[src/rtl/dac_burst_seq_pkg.sv]
// dac_burst_seq_pkg: state encodings, conf bits and register map shared by the burst sequencer
package dac_burst_seq_pkg;
    typedef enum logic [1:0] {ST_IDLE, ST_DELAY, ST_PLAY, ST_GAP} seq_st_t;
    localparam int B_SEQ_ENA  = 0;
    localparam int B_SEQ_CONT = 1;
    localparam logic [7:0] R_SEQ_CONF  = 8'h40;
    localparam logic [7:0] R_SEQ_START = 8'h44;
    localparam logic [7:0] R_SEQ_LEN   = 8'h48;
    localparam logic [7:0] R_SEQ_DELAY = 8'h4C;
    localparam logic [7:0] R_SEQ_GAP   = 8'h50;
    localparam logic [7:0] R_SEQ_REP   = 8'h54;
    localparam logic [7:0] R_SEQ_MISS  = 8'h58;

    function automatic logic is_seq_reg(input logic [7:0] a);
        return a inside {R_SEQ_CONF, R_SEQ_START, R_SEQ_LEN, R_SEQ_DELAY, R_SEQ_GAP, R_SEQ_REP, R_SEQ_MISS};
    endfunction

    function automatic logic [1:0] seq_conf(input logic ena, input logic cont);
        logic [1:0] c;
        c = '0;
        c[B_SEQ_ENA] = ena;
        c[B_SEQ_CONT] = cont;
        return c;
    endfunction
endpackage

[src/rtl/dac_burst_seq_if.sv]
// dac_burst_seq_if: config/trigger inputs and RAM-address/status outputs of the burst sequencer
interface dac_burst_seq_if #(
    parameter int AW = 13,
    parameter int CW = 16,
    parameter int RW = 8
);
    logic          i_ena;
    logic          i_cont;
    logic          i_sync;
    logic          i_soft_trig;
    logic [AW-1:0] i_start;
    logic [AW-1:0] i_len;
    logic [CW-1:0] i_delay;
    logic [CW-1:0] i_gap;
    logic [RW-1:0] i_rep;
    logic [AW-1:0] o_addr;
    logic          o_dvld;
    logic          o_busy;
    logic          o_done;
    logic          o_miss;
    logic [15:0]   o_miss_cnt;

    modport master (
        output i_ena, i_cont, i_sync, i_soft_trig, i_start, i_len, i_delay, i_gap, i_rep,
        input  o_addr, o_dvld, o_busy, o_done, o_miss, o_miss_cnt
    );
    modport slave (
        input  i_ena, i_cont, i_sync, i_soft_trig, i_start, i_len, i_delay, i_gap, i_rep,
        output o_addr, o_dvld, o_busy, o_done, o_miss, o_miss_cnt
    );
endinterface

[src/rtl/dac_burst_seq_sync_edge.sv]
// dac_burst_seq_sync_edge: 2-FF synchroniser plus one-cycle rising-edge pulse for external sync inputs
module dac_burst_seq_sync_edge (
    input  logic i_clk,
    input  logic i_clr,
    input  logic i_d,
    output logic o_rise
);
    logic [2:0] s;

    always_ff @(posedge i_clk or posedge i_clr)
        if (i_clr) s <= '0;
        else s <= {s[1:0], i_d};

    assign o_rise = s[1] & ~s[2];
endmodule

[src/rtl/dac_burst_seq.sv]
// dac_burst_seq: trigger-driven delay/burst/gap address sequencer feeding the DAC waveform RAM
module dac_burst_seq
    import dac_burst_seq_pkg::*;
#(
    parameter int AW  = 13,
    parameter int CW  = 16,
    parameter int RW  = 8,
    parameter int LAT = 1
) (
    input logic i_clk,
    input logic i_clr,
    dac_burst_seq_if.slave bus
);
    seq_st_t st;
    logic [AW-1:0] start, len, idx, addr;
    logic [CW-1:0] gap, dcnt, gcnt;
    logic [RW-1:0] rlast, rcnt;
    logic [LAT-1:0] vp, dp;
    logic [15:0] mcnt;
    logic armed, rise, trig, miss, miss_q, fin;

    dac_burst_seq_sync_edge u_sync (.i_clk(i_clk), .i_clr(i_clr), .i_d(bus.i_sync), .o_rise(rise));

    assign trig = rise | bus.i_soft_trig;
    assign miss = trig & (st != ST_IDLE);
    // final address of the run, or the end of delay for an empty burst; an abort never finishes
    assign fin = bus.i_ena & ((st == ST_PLAY & idx == len - 1'b1 & rcnt == rlast) |
                              (st == ST_DELAY & dcnt == '0 & len == '0));
    assign bus.o_addr = addr;
    assign bus.o_dvld = vp[LAT-1];
    assign bus.o_done = dp[LAT-1];
    assign bus.o_busy = st != ST_IDLE;
    assign bus.o_miss = miss_q;
    assign bus.o_miss_cnt = mcnt;

    always_ff @(posedge i_clk or posedge i_clr)
        if (i_clr) begin
            st <= ST_IDLE;
            start <= '0;
            len <= '0;
            idx <= '0;
            addr <= '0;
            gap <= '0;
            dcnt <= '0;
            gcnt <= '0;
            rlast <= '0;
            rcnt <= '0;
            vp <= '0;
            dp <= '0;
            mcnt <= '0;
            miss_q <= 1'b0;
            armed <= 1'b1;
        end else begin
            vp <= (vp << 1) | LAT'(st == ST_PLAY);
            dp <= (dp << 1) | LAT'(fin);
            miss_q <= miss;
            if (miss && mcnt != '1) mcnt <= mcnt + 1'b1;
            // single-shot disarms on completion; dropping enable re-arms
            armed <= ~bus.i_ena | (armed & ~(fin & ~bus.i_cont));
            if (st != ST_IDLE && !bus.i_ena) st <= ST_IDLE;
            else case (st)
                ST_IDLE:
                    if (trig && bus.i_ena && armed) begin
                        st <= ST_DELAY;
                        dcnt <= bus.i_delay;
                        start <= bus.i_start;
                        len <= bus.i_len;
                        gap <= bus.i_gap;
                        rlast <= bus.i_rep == '0 ? '0 : bus.i_rep - 1'b1;
                        rcnt <= '0;
                    end
                ST_DELAY:
                    if (dcnt != '0) dcnt <= dcnt - 1'b1;
                    else if (len == '0) st <= ST_IDLE;
                    else begin
                        st <= ST_PLAY;
                        idx <= '0;
                        addr <= start;
                    end
                ST_PLAY:
                    if (idx != len - 1'b1) begin
                        idx <= idx + 1'b1;
                        addr <= addr + 1'b1;
                    end else if (rcnt == rlast) st <= ST_IDLE;
                    else begin
                        rcnt <= rcnt + 1'b1;
                        idx <= '0;
                        // gap counts exact idle cycles, so zero gap restarts the burst directly
                        if (gap == '0) addr <= start;
                        else begin
                            st <= ST_GAP;
                            gcnt <= gap - 1'b1;
                        end
                    end
                ST_GAP:
                    if (gcnt != '0) gcnt <= gcnt - 1'b1;
                    else begin
                        st <= ST_PLAY;
                        addr <= start;
                    end
            endcase
        end
endmodule

[src/flat_wrapper.sv]
// flat-port wrapper written by rule: the top's interface ports become plain ports
module dac_burst_seq_flat import dac_burst_seq_pkg::*;
#(
    parameter int AW  = 13,
    parameter int CW  = 16,
    parameter int RW  = 8,
    parameter int LAT = 1
)
  (i_clk, i_clr, bus_i_ena, bus_i_cont, bus_i_sync, bus_i_soft_trig, bus_i_start, bus_i_len, bus_i_delay, bus_i_gap, bus_i_rep, bus_o_addr, bus_o_dvld, bus_o_busy, bus_o_done, bus_o_miss, bus_o_miss_cnt);
  dac_burst_seq_if #(.AW(AW), .CW(CW), .RW(RW)) bus_i ();
  input logic i_clk;
  input logic i_clr;
  input wire logic [$bits(bus_i.i_ena)-1:0] bus_i_ena;
  input wire logic [$bits(bus_i.i_cont)-1:0] bus_i_cont;
  input wire logic [$bits(bus_i.i_sync)-1:0] bus_i_sync;
  input wire logic [$bits(bus_i.i_soft_trig)-1:0] bus_i_soft_trig;
  input wire logic [$bits(bus_i.i_start)-1:0] bus_i_start;
  input wire logic [$bits(bus_i.i_len)-1:0] bus_i_len;
  input wire logic [$bits(bus_i.i_delay)-1:0] bus_i_delay;
  input wire logic [$bits(bus_i.i_gap)-1:0] bus_i_gap;
  input wire logic [$bits(bus_i.i_rep)-1:0] bus_i_rep;
  output wire logic [$bits(bus_i.o_addr)-1:0] bus_o_addr;
  output wire logic [$bits(bus_i.o_dvld)-1:0] bus_o_dvld;
  output wire logic [$bits(bus_i.o_busy)-1:0] bus_o_busy;
  output wire logic [$bits(bus_i.o_done)-1:0] bus_o_done;
  output wire logic [$bits(bus_i.o_miss)-1:0] bus_o_miss;
  output wire logic [$bits(bus_i.o_miss_cnt)-1:0] bus_o_miss_cnt;
  assign bus_i.i_ena = bus_i_ena;
  assign bus_i.i_cont = bus_i_cont;
  assign bus_i.i_sync = bus_i_sync;
  assign bus_i.i_soft_trig = bus_i_soft_trig;
  assign bus_i.i_start = bus_i_start;
  assign bus_i.i_len = bus_i_len;
  assign bus_i.i_delay = bus_i_delay;
  assign bus_i.i_gap = bus_i_gap;
  assign bus_i.i_rep = bus_i_rep;
  assign bus_o_addr = bus_i.o_addr;
  assign bus_o_dvld = bus_i.o_dvld;
  assign bus_o_busy = bus_i.o_busy;
  assign bus_o_done = bus_i.o_done;
  assign bus_o_miss = bus_i.o_miss;
  assign bus_o_miss_cnt = bus_i.o_miss_cnt;
  dac_burst_seq #(.AW(AW), .CW(CW), .RW(RW), .LAT(LAT)) u_core (.i_clk(i_clk), .i_clr(i_clr), .bus(bus_i));
endmodule
[config.mk]
export PLATFORM = sky130hd
export DESIGN_NAME = dac_burst_seq_flat
export DESIGN_NICKNAME = d
export VERILOG_FILES = /design/src/rtl/dac_burst_seq_pkg.sv /design/src/rtl/dac_burst_seq_if.sv /design/src/rtl/dac_burst_seq_sync_edge.sv /design/src/rtl/dac_burst_seq.sv /design/src/flat_wrapper.sv
export SDC_FILE = /design/constraint.sdc
export NUM_CORES = 1
export LEC_CHECK = 0
export ABC_CLOCK_PERIOD_IN_PS = 4540
export BUFFER_PORTS_ARGS = -buffer_cell sky130_fd_sc_hd__buf_4
export CAP_MARGIN = 5
export CORE_MARGIN = 2
export CORE_UTILIZATION = 59
export CTS_BUF_LIST = sky130_fd_sc_hd__clkbuf_8 sky130_fd_sc_hd__clkbuf_16
export DETAILED_ROUTE_END_ITERATION = 16
export PLACE_DENSITY = 0.81
export SYNTH_ARGS = -nofsm -noshare
export SYNTH_HDL_FRONTEND = slang
export SYNTH_SLANG_ARGS = --single-unit
[constraint.sdc]
create_clock -name i_clk -period 4.54 [get_ports i_clk]
set_input_delay 0.454 -clock i_clk [delete_from_list [all_inputs] [get_ports i_clk]]
set_output_delay 0.454 -clock i_clk [all_outputs]
set_load 0.05 [all_outputs]
==> metrics.yaml, run 1 <==
finish:
  design_area_sq_um: 9920
  nets: 1048
  final_common_cell: "dfrtp_1"
  drive_gt1_frac: 0.228
  num_antenna_cells: 0
  most-common-layout-cells: "dfrtp_1, buf_4, nand2_1"
  utilization: 0.712
  syn2layout_area_growth_pct: 17.5
  final.fill_count: 1047
routing:
  drt_wl_total_um: 19600
  routedWlPerCell_um: 16.9
  drt_iter0_drc: 531
  num_vias: 7139
  ant_nets: 0
  drc: 0
  firstDrtPassIters: 5
  via_per_inst: 6.15
timing:
  maxSlewHeadroom: 0.266
  final_hold_viol_count: 0
  fin_skew_ns: 0.0104
  fin_tns_setup_ns: 0
  setup_ws_ns: 0.595
  max_freq_mhz: 254
  rsz0062_at_grt: "no"
  fin_crit_ns: 3.94
  worst_pin_slew_ns: 1.10
  slew_violations: 0
  timing.final.crit_share: 0.869
  finalSetupViolCount: 0
floorplanning:
  start_util: 0.606
  io_pins: 105
  die_y_um: 124
  coreArea_sq_um: 13900
  num_rows: 43
  design.die.area_sq_um: 15300
  fp.dieW_um: 124
clock_network:
  clk_latency_ns: 0.43
  cts_max_level: 4
  postCtsHoldBufs: 0
  cts_tree: "done"
  clkTransAtPathRegs_ns: 0.07
  cts_resized: 0
  cts_root_buffer: "clkbuf_16"
  cts_buffers: 17
  numClockSinks: 141
  post-cts-setup-buffers: 0
  cts_buffer_depth: 2
placed_design:
  port_buffers: 104
  place_area_sq_um: 9300
  place_hpwl_um: 13600
  pre_cts_ws_ns: 0.679
  gp_congestion: 0.877
global_route:
  gr-total-overflow: 0
  antenna_found_initial: 0
  grt_pass1_vias: 6730
  grt_usage: 0.270
  grt_max_degree: 110
  grt_pass1_wl_um: 32700
worst_setup_path:
  startpoint_type: "register"
  crit_type: "reg2reg"
  required_ns: 4.86
  crit_chain: "inv_1 -> ha_1 -> or4b_1 -> o221a_2 -> a311oi_1 -> and2_0 -> nor4_1 -> a21oi_1 -> mux2_4"
  reg2reg_from: "u_core.len[0]"
  crit_start: "u_core.len[0]"
  cpMaxStageDelayCell: "a21oi_1"
  endpoint_kind: "register"
  cp.arrival_ns: 4.26
  worstPathMaxFanout: 12
  slowest_delay_ns: 0.87
power:
  power_frac_seq: 0.416
  power_leakage_nw: 4.27
  combPwrFrac: 0.216
  peakVddDrop_uv: 484
  powerDensity_nw_per_um2: 401
  clkPwrFrac: 0.368
  swShare: 0.328
  intPower_w: 0.00267
  p_switching_w: 0.00130
synth:
  synth-seq-area-share: 0.418
  avgSynthCellArea_sq_um: 9.53
  synth-seq-cells: 141
  yosysUniqueCellTypes: 76
  synth_fp_nets: 966
  synth_edf_count: 0
  synth_flop_cell: "dfrtp_1"
  synth_warnings: 0
  async_reset_ff_frac: 1.00
  syn_area_sq_um: 8440
  synth_cells: 886
min_path:
  hold_path_startpoint: "bus_i_sync"
  min_path_type: "in2reg"
run_status:
  status: "completed"
job:
  cap_violations: 0
-- stage by stage --
step,instances,hold slack (ns),power [W]
after global routing,1161,0.118,0.00417
after detailed placement,1129,0.343,0.00253
final,1161,0.131,0.00398
after global placement,1129,0.340,0.00250
after CTS,1161,0.118,0.00399
after floorplan,886,0.331,0.00227
-- flip-flops by register name, summed over array words and instances (netlist names) --
signal and cells:
u_core.armed 1, u_core.bus.o_addr 13, u_core.bus.o_done 1, u_core.bus.o_dvld 1
u_core.bus.o_miss 1, u_core.bus.o_miss_cnt 16, u_core.dcnt 16, u_core.gap 16
u_core.gcnt 16, u_core.idx 13, u_core.len 13, u_core.rcnt 8
u_core.rlast 8, u_core.st 2, u_core.start 13, u_core.u_sync.s 3
-- layout make-up --
| class | instances | area [sq um] | share of cell area |
|---|---|---|---|
| inverters | 31 | 121 | 0.0122 |
| flip-flops and latches | 141 | 3530 | 0.356 |
| clock buffers | 17 | 425 | 0.0429 |
| repair buffers | 115 | 863 | 0.0870 |
| clock inverters | 15 | 191 | 0.0193 |
| well taps | 180 | 225 | 0.0227 |
| multi-input cells | 662 | 4560 | 0.460 |
-- per-layer routing --
layer | wire length (um) | part of all wire | track usage
met1 | 8700 | 0.44 | 0.367
met5 | 0 | 0 | 0
met2 | 9620 | 0.49 | 0.438
met4 | 219 | 0.011 | 0.0724
met3 | 1070 | 0.055 | 0.0618
-- Yosys cell counts (4+ instances only) --
cell	count	share of area
nand2b_1	16	0.012
a21oi_1	51	0.030
and2_1	8	0.0059
o221ai_1	10	0.010
nor2b_1	10	0.0074
a22o_1	4	0.0042
xor2_1	11	0.011
a31oi_1	15	0.011
dfrtp_1	140	0.42
o211ai_1	10	0.0089
buf_2	10	0.0059
nor4bb_1	4	0.0047
clkbuf_1	32	0.014
buf_1	6	0.0027
o22a_1	4	0.0042
nor3_1	21	0.012
nand3_1	22	0.013
o22ai_1	5	0.0037
inv_1	30	0.013
a21o_1	4	0.0036
and3_1	19	0.014
xnor2_1	32	0.033
or2_2	4	0.0030
a22oi_1	12	0.011
a21boi_0	4	0.0036
and4_1	5	0.0052
a41oi_1	5	0.0052
mux2_2	51	0.068
or4_1	10	0.0089
ha_1	8	0.012
o21ai_0	36	0.021
nor2_1	62	0.028
mux2i_1	35	0.042
nand2_1	69	0.031
o31ai_1	9	0.0080
nor4_1	14	0.010
nand4_1	22	0.016
a211oi_1	6	0.0053
or3_1	10	0.0074
-- critical path: cells and delay by family (launching register included) --
family	cells	cell delay [ns]
AO/OA/AOI/OAI	3	1.59
adder cells (fa/ha/maj)	1	0.26
buffers and inverters	1	0.08
flip-flops	1	0.43
multiplexers	1	0.36
AND/OR/NAND/NOR	3	1.14
-- path summary, 6_finish.rpt --
kind / end / slack (ns) / cells after the start
worst max-delay path: u_core.bus.o_addr[1] / 0.60 / 9
worst min-delay path: u_core.u_sync.s[0] / 0.13 / 1
worst max register to register: u_core.bus.o_addr[1] / 0.60 / 9
worst min register to register: u_core.u_sync.s[1] / 0.35 / 0
max in group asynchronous: u_core.gap[2] / 3.22 / 3
min in group asynchronous: u_core.dcnt[5] / 0.21 / 2
-- power groups by stage --
stage / sequential [W] / clock, W / combinational (W)
floorplan: 0.00169 / 0 / 0.000583
global placement: 0.00167 / 0 / 0.000832
detailed placement: 0.00167 / 0 / 0.000856
CTS: 0.00165 / 0.00148 / 0.000861
global route: 0.00169 / 0.00154 / 0.000951
finish: 0.00166 / 0.00146 / 0.000858
-- logic make-up after synthesis --
kind of cell	count (synthesis)	share of synthesized area
AO/OA/AOI/OAI	211	0.173
XOR/XNOR	43	0.0446
adder cells (fa/ha/maj)	8	0.0119
buffers and inverters	83	0.0415
flip-flops	141	0.418
multiplexers	89	0.115
AND/OR/NAND/NOR	311	0.196
No activity file was read; power rests on OpenSTA's default activity.
==> inputs of run 2 (changes only) <==
--- a/config.mk
+++ b/config.mk
@@ -5,6 +5,7 @@
 export SDC_FILE = /design/constraint.sdc
 export NUM_CORES = 1
 export LEC_CHECK = 0
+export ABC_AREA = 1
 export ABC_CLOCK_PERIOD_IN_PS = 4540
 export BUFFER_PORTS_ARGS = -buffer_cell sky130_fd_sc_hd__buf_4
 export CAP_MARGIN = 5
==> metrics.yaml, run 2 <==
timing:
  worst_pin_slew_ns: 1.01  # -0.0887 ns
  timing.final.crit_share: 0.621  # -0.248
  slew_violations: 0  # unchanged
  finalSetupViolCount: 0  # unchanged
  final_hold_viol_count: 0  # unchanged
  fin_skew_ns: 0.00894  # -0.00142 ns
  fin_tns_setup_ns: 0  # unchanged
  maxSlewHeadroom: 0.324  # +0.0576
  fin_crit_ns: 2.82  # -1.12 ns
  rsz0062_at_grt: "no"
  max_freq_mhz: 355  # +40%
power:
  peakVddDrop_uv: 414  # -15%
  clkPwrFrac: 0.230  # -0.138
  combPwrFrac: 0.439  # +0.223
  intPower_w: 0.00361  # +35%
  power_leakage_nw: 4.99  # +17%
  swShare: 0.438  # +0.110
  power_frac_seq: 0.332  # -0.084
  p_switching_w: 0.00281  # +120%
  p_total_w: 0.00642  # +61%
  powerDensity_nw_per_um2: 649  # +62%
worst_setup_path:
  cp_num_buf_inv: 2  # +1
  endpoint_kind: "register"
  startpoint_type: "register"
  reg2reg_from: "u_core.dcnt[0]"
  worstPathMaxFanout: 20  # +8
  cpMaxStageDelayCell: "nand3_1"
  critical_path.top_delay_family: "simple AND/OR/NAND/NOR gates"
  slowest_delay_ns: 0.50  # -0.37 ns
  crit_start: "u_core.dcnt[0]"
  required_ns: 4.83  # -0.03 ns
  crit_type: "reg2reg"
  cp.arrival_ns: 3.11  # -1.15 ns
  crit_chain: "inv_1 -> ha_1 -> nand3_1 -> nor2_1 -> nand2_1 -> or2_0 -> nor3_2 -> nand2_1 -> nand3_1 -> inv_1 -> o211ai_1 -> o21ai_0"
  rrSetupSlack_ns: 1.72  # +1.12 ns
synth:
  async_reset_ff_frac: 1.00  # unchanged
  yosysUniqueCellTypes: 46  # -39%
  yosysTopAreaCellShare: 0.417  # +0.00148
  synth-seq-cells: 141  # unchanged
  synth_cells: 1138  # +28%
  synth_warnings: 0  # unchanged
  synth_edf_count: 0  # unchanged
  avgSynthCellArea_sq_um: 7.39  # -22%
  synth_top_cells_by_count: "nand2_1, inv_1, dfrtp_1"
  synth.most_common_cell: "nand2_1"
  synth_flop_cell: "dfrtp_1"
  ys_top_cells_by_area: "dfrtp_1, nand2_1, inv_1"
  synth_largest_area_cell: "dfrtp_1"
  synth_fp_nets: 1218  # +26%
  synth-seq-area-share: 0.420  # +0.00149
  syn_area_sq_um: 8410  # -0.36%
global_route:
  gr-total-overflow: 0  # unchanged
  grt_usage: 0.265  # -0.00459
  grt_pass1_vias: 7075  # +5.1%
  grt_max_degree: 108  # -1.8%
  grt_pass1_wl_um: 32100  # -2.1%
  antenna_found_initial: 0  # unchanged
clock_network:
  post-cts-setup-buffers: 0  # unchanged
  cts_resized: 0  # unchanged
  cts_buffer_depth: 2  # unchanged
  clkTransAtPathRegs_ns: 0.06  # about the same
  cts_max_level: 4  # unchanged
  clk_latency_ns: 0.42  # about the same
  numClockSinks: 141  # unchanged
  postCtsHoldBufs: 0  # unchanged
  cts_tree: "done"
  cts_buffers: 17  # unchanged
  cts_root_buffer: "clkbuf_16"
routing:
  via_per_inst: 5.18  # -16%
  firstDrtPassIters: 7  # +2
  routedWlPerCell_um: 13.3  # -21%
  top_layer_used: "met4"
  num_vias: 7367  # +3.2%
  ant_nets: 0  # unchanged
  wl_met1_um: 8440  # -3.0%
  drc: 0  # unchanged
  drt_iter0_drc: 660  # +24%
  met3_length_um: 707  # -34%
  drt_wl_total_um: 18900  # -3.8%
  wl_met2_um: 9420  # -2.1%
placed_design:
  place_area_sq_um: 9270  # -0.34%
  gp_congestion: 0.871  # -0.66%
  port_buffers: 104  # unchanged
  place_hpwl_um: 13300  # -2.2%
job:
  cap_violations: 0  # unchanged
finish:
  utilization: 0.713  # +0.000776
  final_common_cell: "nand2_1"
  num_antenna_cells: 0  # unchanged
  syn2layout_area_growth_pct: 17.6  # about the same
  design_area_sq_um: 9890  # -0.28%
  most-common-layout-cells: "nand2_1, inv_1, dfrtp_1"
  nets: 1310  # +25%
  drive_gt1_frac: 0.157  # -0.0712
  final.fill_count: 1146  # +9.5%
floorplanning:
  design.die.area_sq_um: 15200  # -0.35%
  num_rows: 43  # unchanged
  start_util: 0.606  # about the same
  io_pins: 105  # unchanged
  coreArea_sq_um: 13900  # -0.39%
  fp.dieW_um: 123  # -0.17%
  die_y_um: 123  # -0.17%
run_status:
  status: "completed"
min_path:
  hold_path_startpoint: "bus_i_sync"
  min_path_type: "in2reg"
run 2: routing by layer:
layer / global-route usage / up-vias
met1: 0.332 / 3411
met2: 0.457 / 135
met5: 0 / -
li1: - / 3794
met4: 0.0831 / 0
met3: 0.0600 / 27
run 2: power groups by stage:
| stage | Sequential (W) | Combinational (W) | Clock, W |
|---|---|---|---|
| after floorplan | 0.00232 | 0.00196 | 0 |
| after global placement | 0.00212 | 0.00272 | 0 |
| after detailed placement | 0.00213 | 0.00279 | 0 |
| after CTS | 0.00212 | 0.00282 | 0.00149 |
| after global routing | 0.00219 | 0.00320 | 0.00155 |
| final | 0.00213 | 0.00281 | 0.00147 |
run 2: worst paths after layout:
path | to | depth (start not counted)
max | u_core.dcnt[1] | 12
min | u_core.u_sync.s[0] | 1
max reg2reg | u_core.dcnt[1] | 12
min reg2reg | u_core.u_sync.s[1] | 0
max in group asynchronous | u_core.rcnt[0] | 3
min in group asynchronous | u_core.dcnt[0] | 2
run 2: layout make-up:
cell class / count / area, sq um / share of cell area
flip-flops and latches: 141 / 3530 / 0.357
clock inverters: 11 / 168 / 0.0169
inverters: 152 / 576 / 0.0582
clock buffers: 19 / 453 / 0.0458
well taps: 180 / 225 / 0.0228
repair buffers: 108 / 811 / 0.0820
multi-input cells: 810 / 4130 / 0.418
run 2: metrics by stage:
step | hold WS (ns) | instances | setup WS, ns
final | 0.139 | 1421 | 1.72
after global routing | 0.124 | 1421 | 1.33
after CTS | 0.127 | 1421 | 1.70
after detailed placement | 0.336 | 1391 | 1.77
after global placement | 0.335 | 1391 | 1.91
after floorplan | 0.331 | 1138 | 0.306
run 2: cell families after synthesis:
| group | share of synthesized area |
|---|---|
| multiplexers | 0.00134 |
| XOR/XNOR | 0.0739 |
| adder cells (fa/ha/maj) | 0.0119 |
| AO/OA/AOI/OAI | 0.101 |
| flip-flops | 0.420 |
| buffers and inverters | 0.0901 |
| AND/OR/NAND/NOR | 0.302 |
==> inputs of run 3 (changes only) <==
--- a/config.mk
+++ b/config.mk
@@ -6,7 +6,7 @@
 export NUM_CORES = 1
 export LEC_CHECK = 0
 export ABC_AREA = 1
-export ABC_CLOCK_PERIOD_IN_PS = 4540
+export ABC_CLOCK_PERIOD_IN_PS = 2620
 export BUFFER_PORTS_ARGS = -buffer_cell sky130_fd_sc_hd__buf_4
 export CAP_MARGIN = 5
 export CORE_MARGIN = 2
==> constraint.sdc (replaced) <==
create_clock -name i_clk -period 2.62 [get_ports i_clk]
set_input_delay 0.262 -clock i_clk [delete_from_list [all_inputs] [get_ports i_clk]]
set_output_delay 0.262 -clock i_clk [all_outputs]
set_load 0.05 [all_outputs]
==> metrics.yaml, run 3 (synthesized netlist as in run 2, its figures left out) <==
run_status:
  status: "completed"
min_path:
  min_path_type: "in2reg"
  hold_path_startpoint: "bus_i_gap[0]"
  whs_endpoint: "u_core.gap[0]"
  hold_depth: 3  # +2
floorplanning:
  io_pins: 105  # unchanged
  coreArea_sq_um: 13900  # unchanged
  start_util: 0.606  # unchanged
  fp.dieW_um: 123  # unchanged
  design.die.area_sq_um: 15200  # unchanged
  num_rows: 43  # unchanged
  die_y_um: 123  # unchanged
clock_network:
  cts_buffer_depth: 2  # unchanged
  clkTransAtPathRegs_ns: 0.06  # about the same
  cts_max_level: 4  # unchanged
  cts_root_buffer: "clkbuf_16"
  numClockSinks: 141  # unchanged
  cts_tree: "done"
  cts_buffers: 17  # unchanged
  clk_latency_ns: 0.43  # about the same
global_route:
  gr-total-overflow: 0  # unchanged
  antenna_found_initial: 0  # unchanged
  grt_usage: 0.268  # +0.00286
  grt_max_degree: 57  # -47%
  grt_pass1_wl_um: 32200  # +0.60%
  grt_pass1_vias: 7031  # -0.62%
power:
  p_total_w: 0.0111  # +74%
  peakVddDrop_uv: 915  # +120%
  power_leakage_nw: 5.05  # +1.2%
  powerDensity_nw_per_um2: 1110  # +72%
timing:
  fin_tns_setup_ns: 0  # unchanged
  maxSlewHeadroom: 0.447  # +0.123
  fin_skew_ns: 0.00789  # -0.00106 ns
  final_hold_viol_count: 0  # unchanged
  hold_ws_ns: 0.0380  # -0.101 ns
  slew_violations: 0  # unchanged
  fin_crit_ns: 2.39  # -0.428 ns
  timing.final.crit_share: 0.913  # +0.292
  finalSetupViolCount: 0  # unchanged
  rsz0062_at_grt: "no"
  worst_pin_slew_ns: 0.823  # -0.189 ns
  max_freq_mhz: 418  # +18%
worst_setup_path:
  required_ns: 2.93  # -1.90 ns
  reg2reg_to: "u_core.bus.o_addr[10]"
  crit_type: "reg2reg"
  endpoint_kind: "register"
  r2r_cells: 16  # +4
  cp.arrival_ns: 2.70  # -0.41 ns
  rrSetupSlack_ns: 0.23  # -1.49 ns
  worstPathMaxFanout: 13  # -35%
  startpoint_type: "register"
  reg2reg_from: "u_core.len[0]"
routing:
  drt_iter0_drc: 466  # -29%
  firstDrtPassIters: 7  # unchanged
  via_per_inst: 5.22  # +0.74%
  drt_wl_total_um: 19300  # +2.2%
  routedWlPerCell_um: 13.4  # +1.0%
  num_vias: 7510  # +1.9%
  drc: 0  # unchanged
  ant_nets: 0  # unchanged
finish:
  final.fill_count: 1112  # -3.0%
  num_antenna_cells: 0  # unchanged
  drive_gt1_frac: 0.166  # +0.00901
  final_common_cell: "nand2_1"
  most-common-layout-cells: "nand2_1, inv_1, dfrtp_1"
  syn2layout_area_growth_pct: 19.1
  nets: 1325  # +1.1%
placed_design:
  port_buffers: 104  # unchanged
  place_hpwl_um: 14000  # +4.7%
  gp_congestion: 0.934  # +7.3%
job:
  cap_violations: 0  # unchanged
-- run 3: cell count changes in the layout (fill, tap and decap cells not counted), sizes merged --
cell	previous run	this run
dlygate4sd3	0	3
bufinv	4	2
clkinv	5	3
inv	153	156
buf	108	120
clkinvlp	1	3
clkbuf	19	20
-- run 3: timing repair --
action,in CTS,in global routing
setup buffers,0,0
gates resized for setup,0,2
hold buffers,3,0
setup endpoints to repair,0,3
endpoints found under the hold margin,27,0
-- run 3: area by class of cell --
class	count	area, sq um	area share
inverters	152	574	0.0573
clock buffers	20	467	0.0466
multi-input cells	810	4150	0.414
clock inverters	12	133	0.0132
well taps	180	225	0.0225
flip-flops and latches	141	3530	0.352
repair buffers	123	943	0.0942
-- run 3: worst max path at each step --
stage                                     from               endpoint  slack, ns
final                            u_core.len[0]  u_core.bus.o_addr[10]       0.23
after global routing            u_core.dcnt[0]          u_core.idx[5]      0.005
after CTS                        u_core.len[0]         u_core.gcnt[2]       0.15
after detailed placement         u_core.len[0]         u_core.gcnt[2]       0.17
after global placement           u_core.len[0]         u_core.gcnt[2]       0.27
after floorplan           u_core.bus.o_addr[0]  u_core.bus.o_addr[10]       0.46
-- run 3: routing by layer --
metal  global-route usage  wire (um)
met5                    0          0
met4               0.0895        317
met3               0.0544        816
met2                0.457       9690
met1                0.342       8450
-- run 3: worst max-delay path: stages, from the launching register on --
cell	delay, ns
dfrtp_1	0.38
inv_1	0.14
ha_1	0.22
nand2_2	0.11
nor2_2	0.19
nand3b_1	0.18
nand2_1	0.12
nand2_1	0.06
nand2_2	0.11
nand2_2	0.08
nor2_4	0.12
nand2_2	0.10
nand2_1	0.10
nor2_2	0.04
buf_4	0.17
nand2_1	0.07
nand2_1	0.06
-- run 3: metrics by stage --
step / cells / cell area (sq um) / setup WS (ns) / util
floorplan: 1138 / 8410 / 0.464 / -
global placement: 1403 / 9370 / 0.273 / 0.675
CTS: 1438 / 10000 / 0.152 / 0.721
detailed placement: 1403 / 9370 / 0.169 / 0.675
global route: 1438 / 10000 / 0.00543 / 0.722
finish: 1438 / 10000 / 0.228 / 0.722
-- run 3: report_power, final --
part,internal [W],leakage (nW),switching [W]
sequential,0.00298,1.77,0.000705
clock,0.00149,0.295,0.000964
combinational,0.00172,2.98,0.00330
